[src/rtl/addr_decoding_prog_pkg.sv]
// ============================================================================
// Module      : addr_decoding_pkg
// Description : Shared constants for the MIPS program-memory address decoder.
//               Defines the address width and the default program window.
// Revision    : 1.0 - initial release
// ============================================================================
`default_nettype none

package addr_decoding_pkg;

  // CPU byte address width shared by all memory decoders
  localparam int ADDR_W = 32;

  // Default program-memory window: 0x31B0..0x35AF
  localparam logic [ADDR_W-1:0] PROG_BASE_ADDR = 32'h0000_31B0;
  localparam int                PROG_WIN_BYTES = 1024;
  localparam int                PROG_OFF_W     = 10;

endpackage : addr_decoding_pkg

`default_nettype wire

[src/rtl/addr_decoding_prog_if.sv]
// ============================================================================
// Module      : addr_decoding_prog_if
// Description : Bus between the fetch stage and the program-memory decoder.
//               The fetch side (master) drives the byte address; the decoder
//               (slave) returns the chip select and the byte offset.
//               Optional macro: ADDR_DECODING_PROG_ALIGN_CHECK_EN adds
//               misalign_p.
// Revision    : 1.0 - initial release
// ============================================================================
`default_nettype none

interface addr_decoding_prog_if
  import addr_decoding_pkg::*;
#(
  parameter int OUT_W = PROG_OFF_W
);

  logic [ADDR_W-1:0] address_in;
  logic              cs_p;
  logic [OUT_W-1:0]  address_out;
`ifdef ADDR_DECODING_PROG_ALIGN_CHECK_EN
  logic              misalign_p;
`endif

`ifdef ADDR_DECODING_PROG_ALIGN_CHECK_EN
  modport master (output address_in, input  cs_p, input  address_out, input  misalign_p);
  modport slave  (input  address_in, output cs_p, output address_out, output misalign_p);
`else
  modport master (output address_in, input  cs_p, input  address_out);
  modport slave  (input  address_in, output cs_p, output address_out);
`endif

endinterface : addr_decoding_prog_if

`default_nettype wire

[src/rtl/addr_decoding_prog_range_cmp.sv]
// ============================================================================
// Module      : addr_range_cmp
// Description : Combinational window compare. Flags an address inside
//               [BASE, BASE+SIZE-1] and returns its byte offset from BASE.
//               The upper bound is held in ADDR_W+1 bits so a window that
//               ends at the top of the address space does not wrap.
// Revision    : 1.0 - initial release
// ============================================================================
`default_nettype none

module addr_range_cmp
  import addr_decoding_pkg::*;
#(
  parameter logic [ADDR_W-1:0] BASE  = PROG_BASE_ADDR,
  parameter int                SIZE  = PROG_WIN_BYTES,
  parameter int                OFF_W = PROG_OFF_W
) (
  input  wire logic [ADDR_W-1:0] addr,
  output logic                   hit,
  output logic [OFF_W-1:0]       offset
);

  localparam logic [ADDR_W:0] c_first = {1'b0, BASE};
  localparam logic [ADDR_W:0] c_last  = c_first + (ADDR_W+1)'(SIZE) - (ADDR_W+1)'(1);

  logic [ADDR_W:0] w_addr_ext;

  assign w_addr_ext = {1'b0, addr};

  // Unsigned range test; offset only needs the low bits of the subtraction
  always_comb begin
    hit    = (w_addr_ext >= c_first) && (w_addr_ext <= c_last);
    offset = addr[OFF_W-1:0] - BASE[OFF_W-1:0];
  end

endmodule : addr_range_cmp

`default_nettype wire

[src/rtl/addr_decoding_prog.sv]
// ============================================================================
// Module      : addr_decoding_prog
// Description : Program-memory address decoder. Registers the chip select
//               and the byte offset of the instruction address one clock
//               after it is presented. Misses drive cs_p=0 and offset 0.
//               Optional macro: ADDR_DECODING_PROG_ALIGN_CHECK_EN - flags
//               in-window addresses that are not word aligned on misalign_p
//               and suppresses their chip select.
// Revision    : 1.0 - initial release
// ============================================================================
`default_nettype none

module addr_decoding_prog
  import addr_decoding_pkg::*;
#(
  parameter logic [ADDR_W-1:0] BASE_ADDR = PROG_BASE_ADDR,
  parameter int                WIN_BYTES = PROG_WIN_BYTES,
  parameter int                OUT_W     = PROG_OFF_W
) (
  input  wire logic           clk,
  input  wire logic           rst_n,
  addr_decoding_prog_if.slave bus
);

  logic             w_hit;
  logic [OUT_W-1:0] w_offset;

  logic             cs_p_d, cs_p_q;
  logic [OUT_W-1:0] address_out_d, address_out_q;

  addr_range_cmp #(
    .BASE  (BASE_ADDR),
    .SIZE  (WIN_BYTES),
    .OFF_W (OUT_W)
  ) u_range_cmp (
    .addr   (bus.address_in),
    .hit    (w_hit),
    .offset (w_offset)
  );

`ifdef ADDR_DECODING_PROG_ALIGN_CHECK_EN
  logic misalign_p_d, misalign_p_q;

  // Next outputs: an unaligned hit raises misalign and drops the select
  always_comb begin
    misalign_p_d  = w_hit && (bus.address_in[1:0] != 2'b00);
    cs_p_d        = w_hit && !misalign_p_d;
    address_out_d = cs_p_d ? w_offset : '0;
  end

  // Output registers with asynchronous clear
  always_ff @(posedge clk or negedge rst_n) begin
    if (!rst_n) begin
      cs_p_q        <= 1'b0;
      address_out_q <= '0;
      misalign_p_q  <= 1'b0;
    end else begin
      cs_p_q        <= cs_p_d;
      address_out_q <= address_out_d;
      misalign_p_q  <= misalign_p_d;
    end
  end

  assign bus.misalign_p = misalign_p_q;
`else
  // Next outputs: any hit, aligned or not, selects with its byte offset
  always_comb begin
    cs_p_d        = w_hit;
    address_out_d = w_hit ? w_offset : '0;
  end

  // Output registers with asynchronous clear
  always_ff @(posedge clk or negedge rst_n) begin
    if (!rst_n) begin
      cs_p_q        <= 1'b0;
      address_out_q <= '0;
    end else begin
      cs_p_q        <= cs_p_d;
      address_out_q <= address_out_d;
    end
  end
`endif

  assign bus.cs_p        = cs_p_q;
  assign bus.address_out = address_out_q;

endmodule : addr_decoding_prog

`default_nettype wire

[src/flat_wrapper.sv]
// flat-port wrapper written by rule: the top's interface ports become plain ports
module addr_decoding_prog_flat import addr_decoding_pkg::*;
#(
  parameter logic [ADDR_W-1:0] BASE_ADDR = PROG_BASE_ADDR,
  parameter int                WIN_BYTES = PROG_WIN_BYTES,
  parameter int                OUT_W     = PROG_OFF_W
)
  (clk, rst_n, bus_address_in, bus_cs_p, bus_address_out);
  addr_decoding_prog_if #(.OUT_W(OUT_W)) bus_i ();
  input  wire logic clk;
  input  wire logic rst_n;
  input wire logic [$bits(bus_i.address_in)-1:0] bus_address_in;
  output wire logic [$bits(bus_i.cs_p)-1:0] bus_cs_p;
  output wire logic [$bits(bus_i.address_out)-1:0] bus_address_out;
  assign bus_i.address_in = bus_address_in;
  assign bus_cs_p = bus_i.cs_p;
  assign bus_address_out = bus_i.address_out;
  addr_decoding_prog #(.BASE_ADDR(BASE_ADDR), .WIN_BYTES(WIN_BYTES), .OUT_W(OUT_W)) u_core (.clk(clk), .rst_n(rst_n), .bus(bus_i));
endmodule
[config.mk]
export PLATFORM = sky130hd
export DESIGN_NAME = addr_decoding_prog_flat
export DESIGN_NICKNAME = d
export VERILOG_FILES = /design/src/rtl/addr_decoding_prog_pkg.sv /design/src/rtl/addr_decoding_prog_if.sv /design/src/rtl/addr_decoding_prog_range_cmp.sv /design/src/rtl/addr_decoding_prog.sv /design/src/flat_wrapper.sv
export SDC_FILE = /design/constraint.sdc
export NUM_CORES = 1
export LEC_CHECK = 0
export CORE_MARGIN = 5
export CORE_UTILIZATION = 34
export DETAILED_ROUTE_END_ITERATION = 8
export PLACE_DENSITY = 0.82
export RECOVER_POWER = 25
export SETUP_SLACK_MARGIN = 0.5
export SLEW_MARGIN = 20
export SYNTH_ARGS = -nofsm -noshare
export SYNTH_HDL_FRONTEND = slang
export SYNTH_SLANG_ARGS = --single-unit
[constraint.sdc]
create_clock -name clk -period 0.8 [get_ports clk]
set_input_delay 0.16 -clock clk [delete_from_list [all_inputs] [get_ports clk]]
set_output_delay 0.16 -clock clk [all_outputs]
set_load 0.02 [all_outputs]
==> results of run 1 <==
==> sequential cells by signal, indices dropped and copies added (netlist names) <==
name,flops
u_core.bus.address_out,10
u_core.bus.cs_p,1
==> worst max path at each step <==
| stage | slack (ns) | cells after the start | start | endpoint |
|---|---|---|---|---|
| after detailed placement | -1.08 | 7 | bus_address_in[4] | u_core.bus.address_out[2] |
| after CTS | -0.46 | 6 | bus_address_in[30] | u_core.bus.address_out[2] |
| final | -0.44 | 6 | bus_address_in[20] | u_core.bus.address_out[1] |
| after global routing | -0.48 | 6 | bus_address_in[30] | u_core.bus.address_out[2] |
| after global placement | -1.03 | 8 | bus_address_in[4] | u_core.bus.cs_p |
| after floorplan | -0.46 | 5 | bus_address_in[19] | u_core.bus.address_out[1] |
==> area by class of cell <==
class | count | area [um2] | share of cell area, %
tap | 17 | 21.3 | 1.61
inverter | 1 | 3.75 | 0.285
sequential | 11 | 275 | 20.9
multi-input combinational | 36 | 412 | 31.2
clock buffer | 4 | 26.3 | 1.99
timing repair buffer | 60 | 579 | 44.0
==> synth_stat cells <==
cell type,number
a21oi_1,1
buf_2,1
buf_6,1
dfrtp_1,11
ha_1,2
inv_1,1
nand2_1,3
nand4_1,2
nand4b_1,1
nor2_1,3
nor3_1,2
nor3_2,5
nor3b_1,1
nor3b_2,3
nor4_1,4
nor4b_2,1
nor4bb_1,1
o211a_1,1
o21ai_0,1
or3_1,1
xor2_1,4
==> metrics by stage <==
stage / utilization [%] / worst slack [ns]
floorplan: - / -0.461
global placement: 68.8 / -1.03
detailed placement: 68.8 / -1.08
CTS: 78.4 / -0.463
global route: 78.9 / -0.477
finish: 78.9 / -0.444
==> cells by family (layout without fill, tap and decap cells) <==
logic type               Yosys count  after routing
AO/OA/AOI/OAI                      3              3
XOR/XNOR                           4              4
adder cells (fa/ha/maj)            2              2
buffers and inverters              3             65
flip-flops                        11             11
AND/OR/NAND/NOR                   27             27
==> what timing repair did <==
item                       4_1_cts  5_1_grt
buffers inserted                 3        0
pin swaps                       16       11
setup endpoints to repair       33       22
cloned                           3        0
gates resized for setup        160       18
hold endpoints to repair         6        6
==> power groups by stage <==
stage	clock [mW]	sequential [mW]	combinational (mW)
after floorplan	0	0.567	0.0595
after global placement	0	0.567	0.301
after detailed placement	0	0.567	0.306
after CTS	0.367	0.556	0.313
after global routing	0.425	0.555	0.350
final	0.376	0.556	0.324
==> metal layers <==
metal	up-vias	global-route usage [%]
li1	307	-
met5	-	0
met4	0	12.2
met3	8	7.29
met1	313	15.6
met2	45	35.2
==> reports/metrics.cfg, run 1 <==
[logic_synthesis]
yosys_warnings=0
yosys.area_share.xor_xnor_pct=6.03
synth_compound_area_share_pct=3.45
syn-num-nets=86
synth_top_area_share_pct=47.4
ys_types=21
synth_area_leaders=dfrtp_1 47%, nor3_2 8.6%, nor3b_2 6.5%
synth_seq_cells=11
synthMuxAreaShare_pct=0
synth_cells=50
seq_area_frac_synth_pct=47.4
syn-cell-area_um2=581
synth.avg_cell_area_um2=11.6
yosys.area.top_type=dfrtp_1
synth_top_family_by_area=simple AND/OR/NAND/NOR gates
yosys.area_share.adder_pct=4.31
synthSimpleGateAreaFrac_pct=35.3

[worst_setup_path]
cp-end-kind=flop
path_class=input pin to flop
crit_family=simple AND/OR/NAND/NOR gates
cp.required_ns=0.98
cp_slowest_stage_delay_ns=0.45
crit_fanout=5
start_kind=input pin
slowest_stage=or3_4
cp.arrival_ns=1.43
cp.buffers_inverters=2
crit_chain=clkdlybuf4s15_1 -> nor4_2 -> nand4_1 -> or3_4 -> buf_8 -> nor3b_2

[die]
die_h_um=51.3
core_um2=1670
io_pins=45
start_util_pct=34.8
num_rows=15
die_x_um=51.3
dieArea_um2=2630

[drt]
vias=673
drt_wl_total_mm=2.11
drt-initial-drc-count=3
drc=0
final_antenna_net_count=0
viasPerCell=5.22
post_drt_wl_per_cell_um=16.3
dr.max_layer_used=met4
dr.pass1.iters=3
dr_wl_met2_mm=1.12
met1_length_um=626
wl_met3_um=278

[timing]
slew_viol_final=0
setup_violations=22
timing.hold.ws_ns=0.0138
worst_pin_slew_ns=0.317
rsz0062_at_grt=yes
period_needed_ns=1.24
max_slew_margin_pct=78.5
worst_slack_ns=-0.444
fmax_ghz=0.804
setup_tns_ns=-5.74
hold_viol=0
fin_crit_sh_pct=155

[layout]
drive_above_1_share_pct=58.9
nets=149
nFillCells=105
final_common_cell=buf_6
final_cell_mix=18 x buf_6, 12 x dlygate4sd2_1, 11 x dfrtp_1, 9 x buf_4, 7 x buf_2
fin_area_um2=1320
final_cells=129
areaGrowthSynthToFinish_pct=127
n_antenna_cell=0

[power]
internal_power_uw=939
p_sw_uw=317
seqPwrFrac_pct=44.2
total_leakage_power_nw=0.616
power.clock.fraction_pct=29.9
p_sw_share_pct=25.2
comb_power_share_pct=25.8
ir_worst_vdd_v=0.000536
finalPower_mw=1.26
power_density_nw_per_um2=953

[grt]
grt_pass1_vias=757
gr-total-overflow=0
grt_max_degree=7
antenna_found_initial=0
grt_first_pass_wirelength_mm=3.40
track_usage_pct=18.6

[place]
place_hpwl_mm=1.41
place_congestion=0.771
io_buffers=44
placed_area_um2=1150
dp.cells=119

[min_path]
hp-class=input pin to asynchronous set/reset pin

[clock_tree]
clockBufferDepth=2
root_buffer=clkbuf_4
clock_sinks=11
clk_pin_slew_worst_paths_ns=0.07
htreeDepth=1
numCtsBuffers=3
cts_tree=built

[run_status]
status=complete, but fails checks
violations=negative setup slack

[flow_run]
maxCapViolCount=0

Power figures use the tool's default switching activity.
==> run 2: changes to the inputs <==
CAP_MARGIN = 40   (was not set)
==> results of run 2 <==
Final layout, timing and power as in run 1 (identical DEF).
==> run 3: changes to the inputs <==
ABC_AREA = 1   (was not set)
CORE_UTILIZATION = 35   (was 34)
PLACE_DENSITY = 0.83   (was 0.82)
==> run 3 against run 2 <==
- the run ends with negative hold slack, negative setup slack left
- maximum frequency up 30%
- cell count up 16%
- largest cell class unchanged
- highest routed layer unchanged
- first-iteration DRC count unchanged
- wire length up 1.7%
- die area about the same
==> reports/metrics.cfg, run 3 <==
[layout]
final_cells=149  ; +16%
nets=169  ; +13%
n_antenna_cell=0  ; unchanged
nFillCells=125  ; +19%
drive_above_1_share_pct=56.1  ; -2.9 points
final_common_cell=buf_6
final_cell_mix=21 x buf_6, 12 x nand2_1, 11 x dfrtp_1, 10 x nor2_2
areaGrowthSynthToFinish_pct=108
fin_area_um2=1240  ; -5.9%
largest_register_ffs=10  ; unchanged

[drt]
drt_wl_total_mm=2.14  ; +1.7%
viasPerCell=4.67  ; -10%
dr.pass1.iters=3  ; unchanged
drc=0  ; unchanged
final_antenna_net_count=0  ; unchanged
vias=696  ; +3.4%
post_drt_wl_per_cell_um=14.4  ; -12%
drt-initial-drc-count=3  ; unchanged

[worst_setup_path]
cp_slowest_stage_delay_ns=0.39  ; -0.06 ns
cp.buffers_inverters=1  ; -1
path_depth=1  ; -5
slowest_stage=dfrtp_1
cp.required_ns=0.64  ; -0.34 ns
cp.arrival_ns=0.79  ; -0.64 ns
crit_chain=buf_6
crit_family=flip-flops
endpoint=bus_cs_p
crit_fanout=1  ; -4
path_class=flop to output port
start_kind=flop
cp-end-kind=output port
startpoint=u_core.bus.cs_p

[logic_synthesis]
syn-num-nets=110  ; +28%
syn-cell-area_um2=597  ; +2.8%
synth_cells=74  ; +48%
yosys_warnings=0  ; unchanged
synth_most_common_cell=nor2_1
synthFlopType=dfrtp_1
ys_types=15  ; -29%
seq_area_frac_synth_pct=46.1  ; -1.3 points
synth.avg_cell_area_um2=8.07  ; -31%
yosys.area.top_type=dfrtp_1
synth_area_leaders=dfrtp_1 46%, nor2_1 13%, nand2_1 8.8%
synth_seq_cells=11  ; unchanged
synth_top_area_share_pct=46.1  ; -1.3 points
synth_edf_count=0  ; unchanged
synth_common_cells=20 x nor2_1, 14 x nand2_1, 11 x dfrtp_1, 11 x inv_1
async_reset_ff_share_pct=100  ; unchanged

[timing]
period_needed_ns=0.953  ; -0.290 ns
fin_crit_sh_pct=119  ; -36 points
slew_viol_final=0  ; unchanged
worst_pin_slew_ns=0.317  ; -0.000250 ns
rsz0062_at_grt=yes
hold_viol=5  ; +5
worst_slack_ns=-0.153  ; +0.290 ns
max_slew_margin_pct=78.9  ; +0.32 points
fmax_ghz=1.05  ; +30%
timing.hold.ws_ns=-0.0465  ; -0.0603 ns
setup_violations=21  ; -4.5%

[place]
placed_area_um2=1120  ; -2.7%
place_hpwl_mm=1.45  ; +3.2%
post-place-ws_ns=-0.770  ; +0.312 ns
place_congestion=0.733  ; -5.0%
dp.cells=140  ; +18%
io_buffers=44  ; unchanged

[die]
num_rows=15  ; unchanged
start_util_pct=35.7  ; +0.97 points
core_um2=1670  ; unchanged
die_h_um=51.3  ; about the same
die_x_um=51.3  ; about the same
io_pins=45  ; unchanged
dieArea_um2=2630  ; about the same

[grt]
grt_pass1_vias=803  ; +6.1%
track_usage_pct=17.9  ; -0.70 points
antenna_found_initial=0  ; unchanged
grt_first_pass_wirelength_mm=3.42  ; +0.62%
grt_max_degree=7  ; unchanged
gr-total-overflow=0  ; unchanged

[clock_tree]
clockBufferDepth=2  ; unchanged
numCtsBuffers=3  ; unchanged
clk_pin_slew_worst_paths_ns=0.06  ; about the same
cts_tree=built
htreeDepth=1  ; unchanged
clock_sinks=11  ; unchanged
root_buffer=clkbuf_4

[run_status]
status=complete, but fails checks
violations=negative hold slack, negative setup slack

[power]
total_leakage_power_nw=0.627  ; +1.9%
ir_worst_vdd_v=0.000506  ; -5.5%
finalPower_mw=1.25  ; -0.39%
power_density_nw_per_um2=1010  ; +5.8%

[min_path]
hp-class=input pin to asynchronous set/reset pin

[flow_run]
maxCapViolCount=0  ; unchanged

[run 3: changes by cell type after synthesis, moves of 2 or more]
| cell | previous run | this run |
|---|---|---|
| nor2_1 | 3 | 20 |
| nand2_1 | 3 | 14 |
| inv_1 | 1 | 11 |
| nor3_2 | 5 | 0 |
| nor4_1 | 4 | 0 |
| nor2_2 | 0 | 3 |
| nor3b_2 | 3 | 0 |
| nand3_1 | 0 | 2 |
| o21ai_2 | 0 | 2 |
[run 3: logic make-up (layout without fill, tap and decap cells)]
family	count (synthesis)	after routing	share of synthesized area [%]
adder cells (fa/ha/maj)	2	2	4.19
flip-flops	11	11	46.1
AO/OA/AOI/OAI	2	2	2.94
AND/OR/NAND/NOR	44	45	34.0
XOR/XNOR	4	4	5.87
buffers and inverters	11	68	6.92
[run 3: how the worst min path moves through the flow]
stage          start                         to  slack, ns  depth (start not counted)
2_1_floorplan  rst_n  u_core.bus.address_out[0]      -0.14                          0
3_3_place_gp   rst_n  u_core.bus.address_out[7]       0.47                          2
3_5_place_dp   rst_n  u_core.bus.address_out[3]       0.48                          2
4_1_cts        rst_n  u_core.bus.address_out[3]      -0.06                          2
5_1_grt        rst_n  u_core.bus.address_out[6]      -0.03                          2
6_report       rst_n  u_core.bus.address_out[4]      -0.05                          2
[run 3: layer usage]
metal  share of wire (%)  up-vias  GRT usage (%)
met4                 2.4        0           8.73
met1                  34      304           15.9
met5                   0        -              0
met2                  54       46           36.9
met3                 9.9        4           3.50
li1                    -      342              -
[run 3: through the flow]
stage | utilization, % | setup TNS [ns]
after floorplan | - | -0.879
after global placement | 67.0 | -10.36
after detailed placement | 67.0 | -11.04
after CTS | 73.9 | -1.49
after global routing | 74.2 | -2.61
final | 74.2 | -1.84
[run 3: layout make-up]
type | instances | area, um2 | area share [%]
well taps | 17 | 21.3 | 1.72
inverters | 11 | 41.3 | 3.33
clock buffers | 4 | 26.3 | 2.12
repair buffers | 53 | 465 | 37.5
flip-flops and latches | 11 | 275 | 22.2
multi-input cells | 53 | 410 | 33.1
[run 3: what timing repair did]
| item | 4_1_cts | 5_1_grt |
|---|---|---|
| gates resized for setup | 180 | 18 |
| pin swaps | 34 | 10 |
| endpoints found under the setup margin | 33 | 22 |
| endpoints found under the hold margin | 11 | 6 |
| gates cloned | 2 | 0 |
| setup buffers | 3 | 0 |
[run 3: power breakdown]
| group | internal [mW] | switching (mW) | leakage, nW |
|---|---|---|---|
| Clock | 0.194 | 0.181 | 0.0150 |
| Combinational | 0.181 | 0.140 | 0.459 |
| Sequential | 0.556 | 0.000000118 | 0.154 |
| Total | 0.930 | 0.321 | 0.627 |
